--- src/rtl/rshift_deser.sv ---
// rshift_deser -- MSB-first serial-to-parallel converter with a one-word
// output register and a valid/ready handshake.
//
// Bits are shifted in on cycles where sin_valid is high. When the WIDTH-th
// bit arrives, the completed word moves into the output register on that
// same edge. The input is never stalled. If the output register is still
// occupied and not being accepted, the new word is dropped and a sticky
// overrun flag is raised.
//
// Ports
//   clk        in   sole clock, rising edge
//   rst        in   synchronous active-high reset, highest priority
//   sin        in   serial data bit
//   sin_valid  in   qualifies sin for this cycle
//   op_ready   in   downstream accepts op while op_valid is high
//   err_clr    in   clears the sticky overrun flag
//   op         out  assembled parallel word (WIDTH bits)
//   op_valid   out  op holds a word that has not been accepted yet
//   bit_cnt    out  number of bits currently held in the shift register
//   busy       out  high while bit_cnt != 0
//   overrun    out  sticky, a completed word was dropped
module rshift_deser #(
  parameter int WIDTH = 8
) (
  input  logic                       clk,
  input  logic                       rst,
  input  logic                       sin,
  input  logic                       sin_valid,
  input  logic                       op_ready,
  input  logic                       err_clr,
  output logic [WIDTH-1:0]           op,
  output logic                       op_valid,
  output logic [$clog2(WIDTH+1)-1:0] bit_cnt,
  output logic                       busy,
  output logic                       overrun
);

  localparam int CW = $clog2(WIDTH + 1);
  localparam logic [CW-1:0] LAST_IDX = CW'(WIDTH - 1);

  // COLLECT: the bit taken this cycle (if any) does not finish a word.
  // COMPLETE: the WIDTH-th bit is being sampled on the coming edge.
  typedef enum logic {
    COLLECT  = 1'b0,
    COMPLETE = 1'b1
  } state_t;

  logic [WIDTH-1:0] shreg;
  logic [WIDTH-1:0] word_next;
  state_t           state_next;
  logic             accept;
  logic             out_free;

  always_comb begin
    word_next  = {shreg[WIDTH-2:0], sin};
    state_next = COLLECT;
    if (sin_valid && (bit_cnt == LAST_IDX)) begin
      state_next = COMPLETE;
    end
    accept   = op_valid && op_ready;
    // The output register can take a new word if it is empty or its
    // current word is being accepted on this same edge.
    out_free = !op_valid || op_ready;
  end

  always_ff @(posedge clk) begin
    if (rst) begin
      shreg    <= '0;
      bit_cnt  <= '0;
      op       <= '0;
      op_valid <= 1'b0;
      overrun  <= 1'b0;
    end else begin
      if (sin_valid) begin
        shreg <= word_next;
        if (state_next == COMPLETE) begin
          bit_cnt <= '0;
        end else begin
          bit_cnt <= bit_cnt + 1'b1;
        end
      end

      // Output register: a completed word loads if there is room,
      // otherwise the old word is kept and the new one is lost.
      if (state_next == COMPLETE) begin
        if (out_free) begin
          op       <= word_next;
          op_valid <= 1'b1;
        end
      end else if (accept) begin
        op_valid <= 1'b0;
      end

      // A fresh overrun wins over a clear issued in the same cycle.
      if ((state_next == COMPLETE) && !out_free) begin
        overrun <= 1'b1;
      end else if (err_clr) begin
        overrun <= 1'b0;
      end
    end
  end

  assign busy = (bit_cnt != '0);

endmodule
--- config.mk ---
export PLATFORM = sky130hd
export DESIGN_NAME = rshift_deser
export DESIGN_NICKNAME = d
export VERILOG_FILES = /design/src/rtl/rshift_deser.sv
export SDC_FILE = /design/constraint.sdc
export NUM_CORES = 1
export LEC_CHECK = 0
export CAP_MARGIN = 0
export CORE_MARGIN = 4
export CORE_UTILIZATION = 42
export CTS_CLUSTER_DIAMETER = 40
export CTS_CLUSTER_SIZE = 20
export DETAILED_ROUTE_END_ITERATION = 7
export PLACE_DENSITY = 0.78
export SKIP_LAST_GASP = 1
export SLEW_MARGIN = 20
export SYNTH_ARGS = -nofsm -noshare
export SYNTH_HDL_FRONTEND = slang
export SYNTH_SLANG_ARGS = --single-unit
--- constraint.sdc ---
create_clock -name clk -period 1.55 [get_ports clk]
set_clock_uncertainty 0.2 [all_clocks]
set_input_delay 0.155 -clock clk [delete_from_list [all_inputs] [get_ports clk]]
set_output_delay 0.155 -clock clk [all_outputs]
set_load 0.01 [all_outputs]
==> metrics.cfg, run 1 <==
[drt]
vias_per_cell = 4.63
postRouteAntennaNets = 0
wl_per_cell_um = 12.1
drtPass1Iterations = 4
route.detailed.drc = 0
routed_wl_um = 1760
drtIter0Drc = 8
dr_total_vias = 671

[floorplan]
rows = 16
die-height_um = 53.8
core_mm2 = 0.00198
io_pins = 21
die_area_mm2 = 0.00289
initial_core_util = 0.444
die_w_um = 53.8

[worst_setup_path]
cp_num_buf_inv = 2
r2r_slack_ns = 0.09
crit_family = flip-flops
ff2ff_path_depth = 5
worstPathMaxFanout = 4
worstPathCellList = inv_1 > ha_1 > nand2_1 > clkbuf_2
r2r-end = op[5]
arrival_ns = 1.14
r2r-start = bit_cnt[1]
critPathLaunchType = register
critPathRequiredTime_ns = 1.19
end_kind = output pin
max_stage_delay_ns = 0.39
worstSetupPathType = reg2out
slowest_stage = dfxtp_4

[grt]
grt_pass1_wl_um = 2970
grt.overflow.total = 0
grtUsageMet1 = 0.161
grt_max_degree = 30
grt_pass1_vias = 684
grt_util_all_layers = 0.143
grt_antenna_before_repair = 0
busiest_layer = met2
use_met3 = 0.0249
grt_use_met2 = 0.254

[clock_tree]
postCtsHoldBufs = 0
h-tree-depth = 1
cts.path.max_buffers = 2
clk_pin_slew_ns = 0.12
tritoncts = done
insertion_delay_ns = 0.31
cts_num_sinks = 21
clock-root-buffer = clkbuf_4
cts_made_buffers = 3

[timing]
max_freq_ghz = 0.667
setup_viol = 0
fin_tns_setup_ns = 0
drv_slew = 0
slew-limit-headroom = 0.889
min_period_ns = 1.50
layout_setup_ws_ns = 0.0510
tightest_slew_ns = 0.162
rsz0062_at_grt = yes
hold_ws_ns = 0.268
hold_violations = 0
min_period_over_period = 0.967

[run]
drv_cap = 0

[layout]
syn2layout_area_growth_pct = 38.8
final_cells = 145
nNetsFinal = 127
layout_commonest_cell = nand2b_1
layout-drive-gt1-share = 0.178
layout_common_cells = nand2b_1, dfxtp_1, mux2i_1
diodes = 0

[synth]
yosys_warnings = 0
seq_area_frac_synth = 0.477
syn-cell-area_um2 = 881
syn_nets = 97
ys_ff_latch = 21
synth_cell_types = 20
syn_inst = 89
synth_area_per_cell_um2 = 9.90

[place]
dpl.hpwl_um = 1310
placed_cells = 139
routabilityCongestion = 0.756
pre_cts_slack_ns = -0.113
port_buffers = 20

[pwr]
vdd_drop_max_mv = 0.495
power_density_mw_per_mm2 = 748
leakage_nw = 0.569

[run_status]
status = complete, no violations

[worst_hold_path]
hold_path_class = in2reg
hold_depth = 3
min-delay-start = sin
min_to = op[0]

## kinds of logic after synthesis
kind of cell / share of synthesized area
buf+inv: 0.0483
mux: 0.182
fa+ha+maj: 0.0284
flops: 0.477
xor+xnor: 0.00994
compound gates: 0.0241
simple gates: 0.230
## worst register-to-register path, cell delays in order, from the launching register on
cell and delay, ns:
dfxtp_4 0.39, ha_4 0.14, nand4b_1 0.14, nor2b_2 0.19
buf_12 0.15, mux2i_1 0.19
## layer usage
layer | up-vias | share of wire
met3 | 4 | 0.030
met2 | 11 | 0.51
li1 | 351 | -
met5 | - | 0
met1 | 305 | 0.44
met4 | 0 | 0.019
## state kept, by name, summed over array words and instances (netlist names)
signal / flops
op: 8
overrun: 1
bit_cnt: 4
op_valid: 1
shreg: 7
## final cells by class
class | count | area [µm²]
repair buffers | 30 | 289
inverters | 3 | 11.3
fillers | 174 | 759
well taps | 27 | 33.8
clock inverters | 1 | 5.00
clock buffers | 3 | 22.5
flip-flops and latches | 21 | 430
multi-input cells | 60 | 430
## synth_stat cells
cell type  count  area share
nor2_1        10       0.043
xor2_1         1      0.0099
nand2_1        3       0.013
dfxtp_1       21        0.48
ha_1           2       0.028
nand4_1        1      0.0071
mux2i_1       16        0.18
a21oi_1        3       0.017
nand2b_1      18        0.13
nand3_1        1      0.0057
buf_2          1      0.0057
nor2b_1        1      0.0071
nand4b_1       1      0.0099
buf_4          1      0.0085
inv_1          3       0.013
o22ai_1        1      0.0071
buf_6          1       0.013
clkbuf_1       2      0.0085
nor2b_2        1      0.0099
or3_1          1      0.0071
## through the flow
stage	util	instance area, µm²	power, mW
5_1_grt	0.617	1220	0.951
3_5_place_dp	0.590	1170	0.664
6_report	0.617	1220	0.914
2_1_floorplan	-	881	0.610
4_1_cts	0.600	1190	0.916
3_3_place_gp	0.590	1170	0.658
## what timing repair did
action	4_1_cts	5_1_grt
buffers inserted	0	2
setup endpoints to repair	21	12
resized for setup	17	8
pin swaps	1	1
## worst max-delay path by stage
| stage | from | endpoint | slack, ns | cells after the start |
|---|---|---|---|---|
| floorplan | bit_cnt[0] | op[0] | 0.04 | 5 |
| global placement | sin_valid | op[0] | -0.05 | 5 |
| detailed placement | sin_valid | op[5] | -0.11 | 5 |
| CTS | bit_cnt[0] | busy | -0.1 | 4 |
| global route | bit_cnt[0] | busy | -0.03 | 4 |
| finish | bit_cnt[0] | busy | 0.05 | 4 |
## power breakdown
part / switching (mW) / internal (mW) / leakage [nW]
logic: 0.0394 / 0.0540 / 0.379
registers: 0.00954 / 0.546 / 0.172
clock network: 0.169 / 0.0963 / 0.0177
Note: power is estimated with default switching activity, not from simulation.
==> inputs of run 2 (changes only) <==
--- a/config.mk
+++ b/config.mk
@@ -7,11 +7,12 @@
 export LEC_CHECK = 0
 export CAP_MARGIN = 0
 export CORE_MARGIN = 4
-export CORE_UTILIZATION = 42
+export CORE_UTILIZATION = 53
 export CTS_CLUSTER_DIAMETER = 40
 export CTS_CLUSTER_SIZE = 20
 export DETAILED_ROUTE_END_ITERATION = 7
-export PLACE_DENSITY = 0.78
+export DONT_BUFFER_PORTS = 1
+export PLACE_DENSITY = 0.77
 export SKIP_LAST_GASP = 1
 export SLEW_MARGIN = 20
 export SYNTH_ARGS = -nofsm -noshare
==> run 2 against run 1 <==
Against the previous run: combinational power is 23% lower; clock power decreased by 2%; flip-flop and latch count unchanged; register-to-register slack lost 0.03 ns; worst setup slack got worse by 0.010 ns; global-route usage rose by 2.5 points; cell count decreased by 16%; core utilization is 8.4 points higher.
==> metrics.cfg, run 2 (synthesized netlist as in run 1, its figures left out) <==
[grt]
busiest_layer = met2  ; unchanged
grt_pass1_vias = 632  ; was 684
grt_util_all_layers = 0.169  ; was 0.143
grt_max_degree = 30  ; unchanged
grt_use_met2 = 0.287  ; was 0.254
grt_pass1_wl_um = 3110  ; was 2970 µm
use_met3 = 0.0521  ; was 0.0249
grt.overflow.total = 0  ; unchanged
grt_antenna_before_repair = 0  ; unchanged
grtUsageMet1 = 0.194  ; was 0.161

[timing]
hold_ws_ns = 0.175  ; was 0.268 ns
min_period_ns = 1.51  ; was 1.50 ns
max_freq_ghz = 0.663  ; was 0.667 GHz
min_period_over_period = 0.974  ; was 0.967
setup_viol = 0  ; unchanged
tightest_slew_ns = 0.819  ; was 0.162 ns
rsz0062_at_grt = yes  ; unchanged
fin_tns_setup_ns = 0  ; unchanged
layout_setup_ws_ns = 0.0407  ; was 0.0510 ns
slew-limit-headroom = 0.454  ; was 0.889
hold_violations = 0  ; unchanged
drv_slew = 0  ; unchanged

[pwr]
power_mw = 0.886  ; was 0.914 mW
clkPwrFrac = 0.293  ; was 0.290
pwr-share-comb = 0.081  ; was 0.102
vdd_drop_max_mv = 0.533  ; was 0.495 mV
p_sw_frac = 0.231  ; was 0.238
switchingPower_mw = 0.204  ; was 0.218 mW
leakage_nw = 0.419  ; was 0.569 nW
power_density_mw_per_mm2 = 820  ; was 748 mW/mm²
p_int_mw = 0.682  ; was 0.697 mW
seqPwrFrac = 0.626  ; was 0.608

[worst_hold_path]
hold_path_class = in2reg  ; unchanged
min_to = bit_cnt[0]  ; was op[0]
min-delay-start = sin_valid  ; was sin
hold_depth = 3  ; unchanged

[worst_setup_path]
worstPathMaxFanout = 3  ; was 4
max_stage_delay_ns = 0.39  ; about the same
r2r-end = op[2]  ; was op[5]
arrival_ns = 1.15  ; was 1.14 ns
slowest_stage = dfxtp_4  ; unchanged
r2r_slack_ns = 0.06  ; was 0.09 ns
r2r-start = bit_cnt[0]  ; was bit_cnt[1]
worstPathCellList = buf_4 > inv_1 > ha_1 > nand2_2  ; was inv_1 > ha_1 > nand2_1 > clkbuf_2
end_kind = output pin  ; unchanged
critPathLaunchType = register  ; unchanged
critPathRequiredTime_ns = 1.19  ; about the same
ff2ff_path_depth = 5  ; unchanged
worstSetupPathType = reg2out  ; unchanged

[run_status]
status = complete, no violations  ; unchanged

[drt]
route.detailed.drc = 0  ; unchanged
dr_total_vias = 653  ; was 671
vias_per_cell = 5.35  ; was 4.63
drtPass1Iterations = 4  ; unchanged
routed_wl_um = 1840  ; was 1760 µm
wl_per_cell_um = 15.1  ; was 12.1 µm
postRouteAntennaNets = 0  ; unchanged
drtIter0Drc = 4  ; was 8

[layout]
syn2layout_area_growth_pct = 22.6  ; was 38.8%
utilization = 0.700  ; was 0.617
layout-drive-gt1-share = 0.160  ; was 0.178
largest_registers = op (8), shreg (7), bit_cnt (4)  ; unchanged
largest_register = op  ; unchanged
layout_common_cells = nand2b_1, dfxtp_1, mux2i_1  ; unchanged
fin_area_mm2 = 0.00108  ; was 0.00122 mm²
diodes = 0  ; unchanged
largest_reg_flops = 8  ; unchanged
final_cells = 122  ; was 145
nNetsFinal = 115  ; was 127

[floorplan]
core_mm2 = 0.00154  ; was 0.00198 mm²
initial_core_util = 0.571  ; was 0.444
die_area_mm2 = 0.00238  ; was 0.00289 mm²
die-height_um = 48.8  ; was 53.8 µm
rows = 14  ; was 16
die_w_um = 48.8  ; was 53.8 µm
io_pins = 21  ; unchanged

[place]
placed_cells = 107  ; was 139
pre_cts_slack_ns = 0.0159  ; was -0.113 ns
placed_cell_area_um2 = 922  ; was 0.00117 mm²
dpl.hpwl_um = 1040  ; was 1310 µm
routabilityCongestion = 0.795  ; was 0.756
port_buffers = 0  ; was 20

[clock_tree]
tritoncts = done  ; unchanged
cts_made_buffers = 3  ; unchanged
clock-root-buffer = clkbuf_4  ; unchanged
insertion_delay_ns = 0.30  ; was 0.31 ns
cts_num_sinks = 21  ; unchanged
h-tree-depth = 1  ; unchanged
cts.path.max_buffers = 2  ; unchanged
clk_pin_slew_ns = 0.12  ; about the same

[run]
drv_cap = 0  ; unchanged

## run 2: layer usage
metal  up-vias  wire length, µm
met4         0               16
li1        328                -
met3         4               79
met1       306              752
met5         -                0
met2        15              995
## run 2: repair_timing
item / 4_1_cts / 5_1_grt
setup endpoints to repair: 2 / 11
resized for setup: 1 / 8
hold buffers: 11 / 1
endpoints found under the hold margin: 21 / 1
buffers inserted: 0 / 0
## run 2: worst max path at each step
stage,from,end,slack (ns),cells after the start
after floorplan,bit_cnt[0],op[0],0.04,5
after global placement,bit_cnt[0],op[2],0.07,5
after detailed placement,bit_cnt[0],op[2],0.02,5
after CTS,bit_cnt[0],busy,0.02,4
after global routing,bit_cnt[0],op[6],-0.02,5
final,bit_cnt[0],busy,0.04,4
## run 2: area by class of cell
| cell class | instances | area (µm²) |
|---|---|---|
| clock buffer | 3 | 22.5 |
| clock inverter | 1 | 5.00 |
| fill | 117 | 462 |
| inverter | 3 | 11.3 |
| multi-input combinational | 60 | 423 |
| sequential | 21 | 427 |
| tap | 16 | 20.0 |
| timing repair buffer | 18 | 171 |
## run 2: power by group through the flow
| stage | logic, mW | registers [mW] | clock network, mW |
|---|---|---|---|
| after floorplan | 0.0430 | 0.567 | 0 |
| after global placement | 0.0413 | 0.566 | 0 |
| after detailed placement | 0.0430 | 0.566 | 0 |
| after CTS | 0.0693 | 0.554 | 0.268 |
| after global routing | 0.0799 | 0.556 | 0.297 |
| final | 0.0719 | 0.554 | 0.260 |
## run 2: critical path: cells and delay by family, from the launching register on
kind	cells	cell delay, ns
flops	1	0.39
fa+ha+maj	1	0.20
buf+inv	2	0.18
simple gates	1	0.08
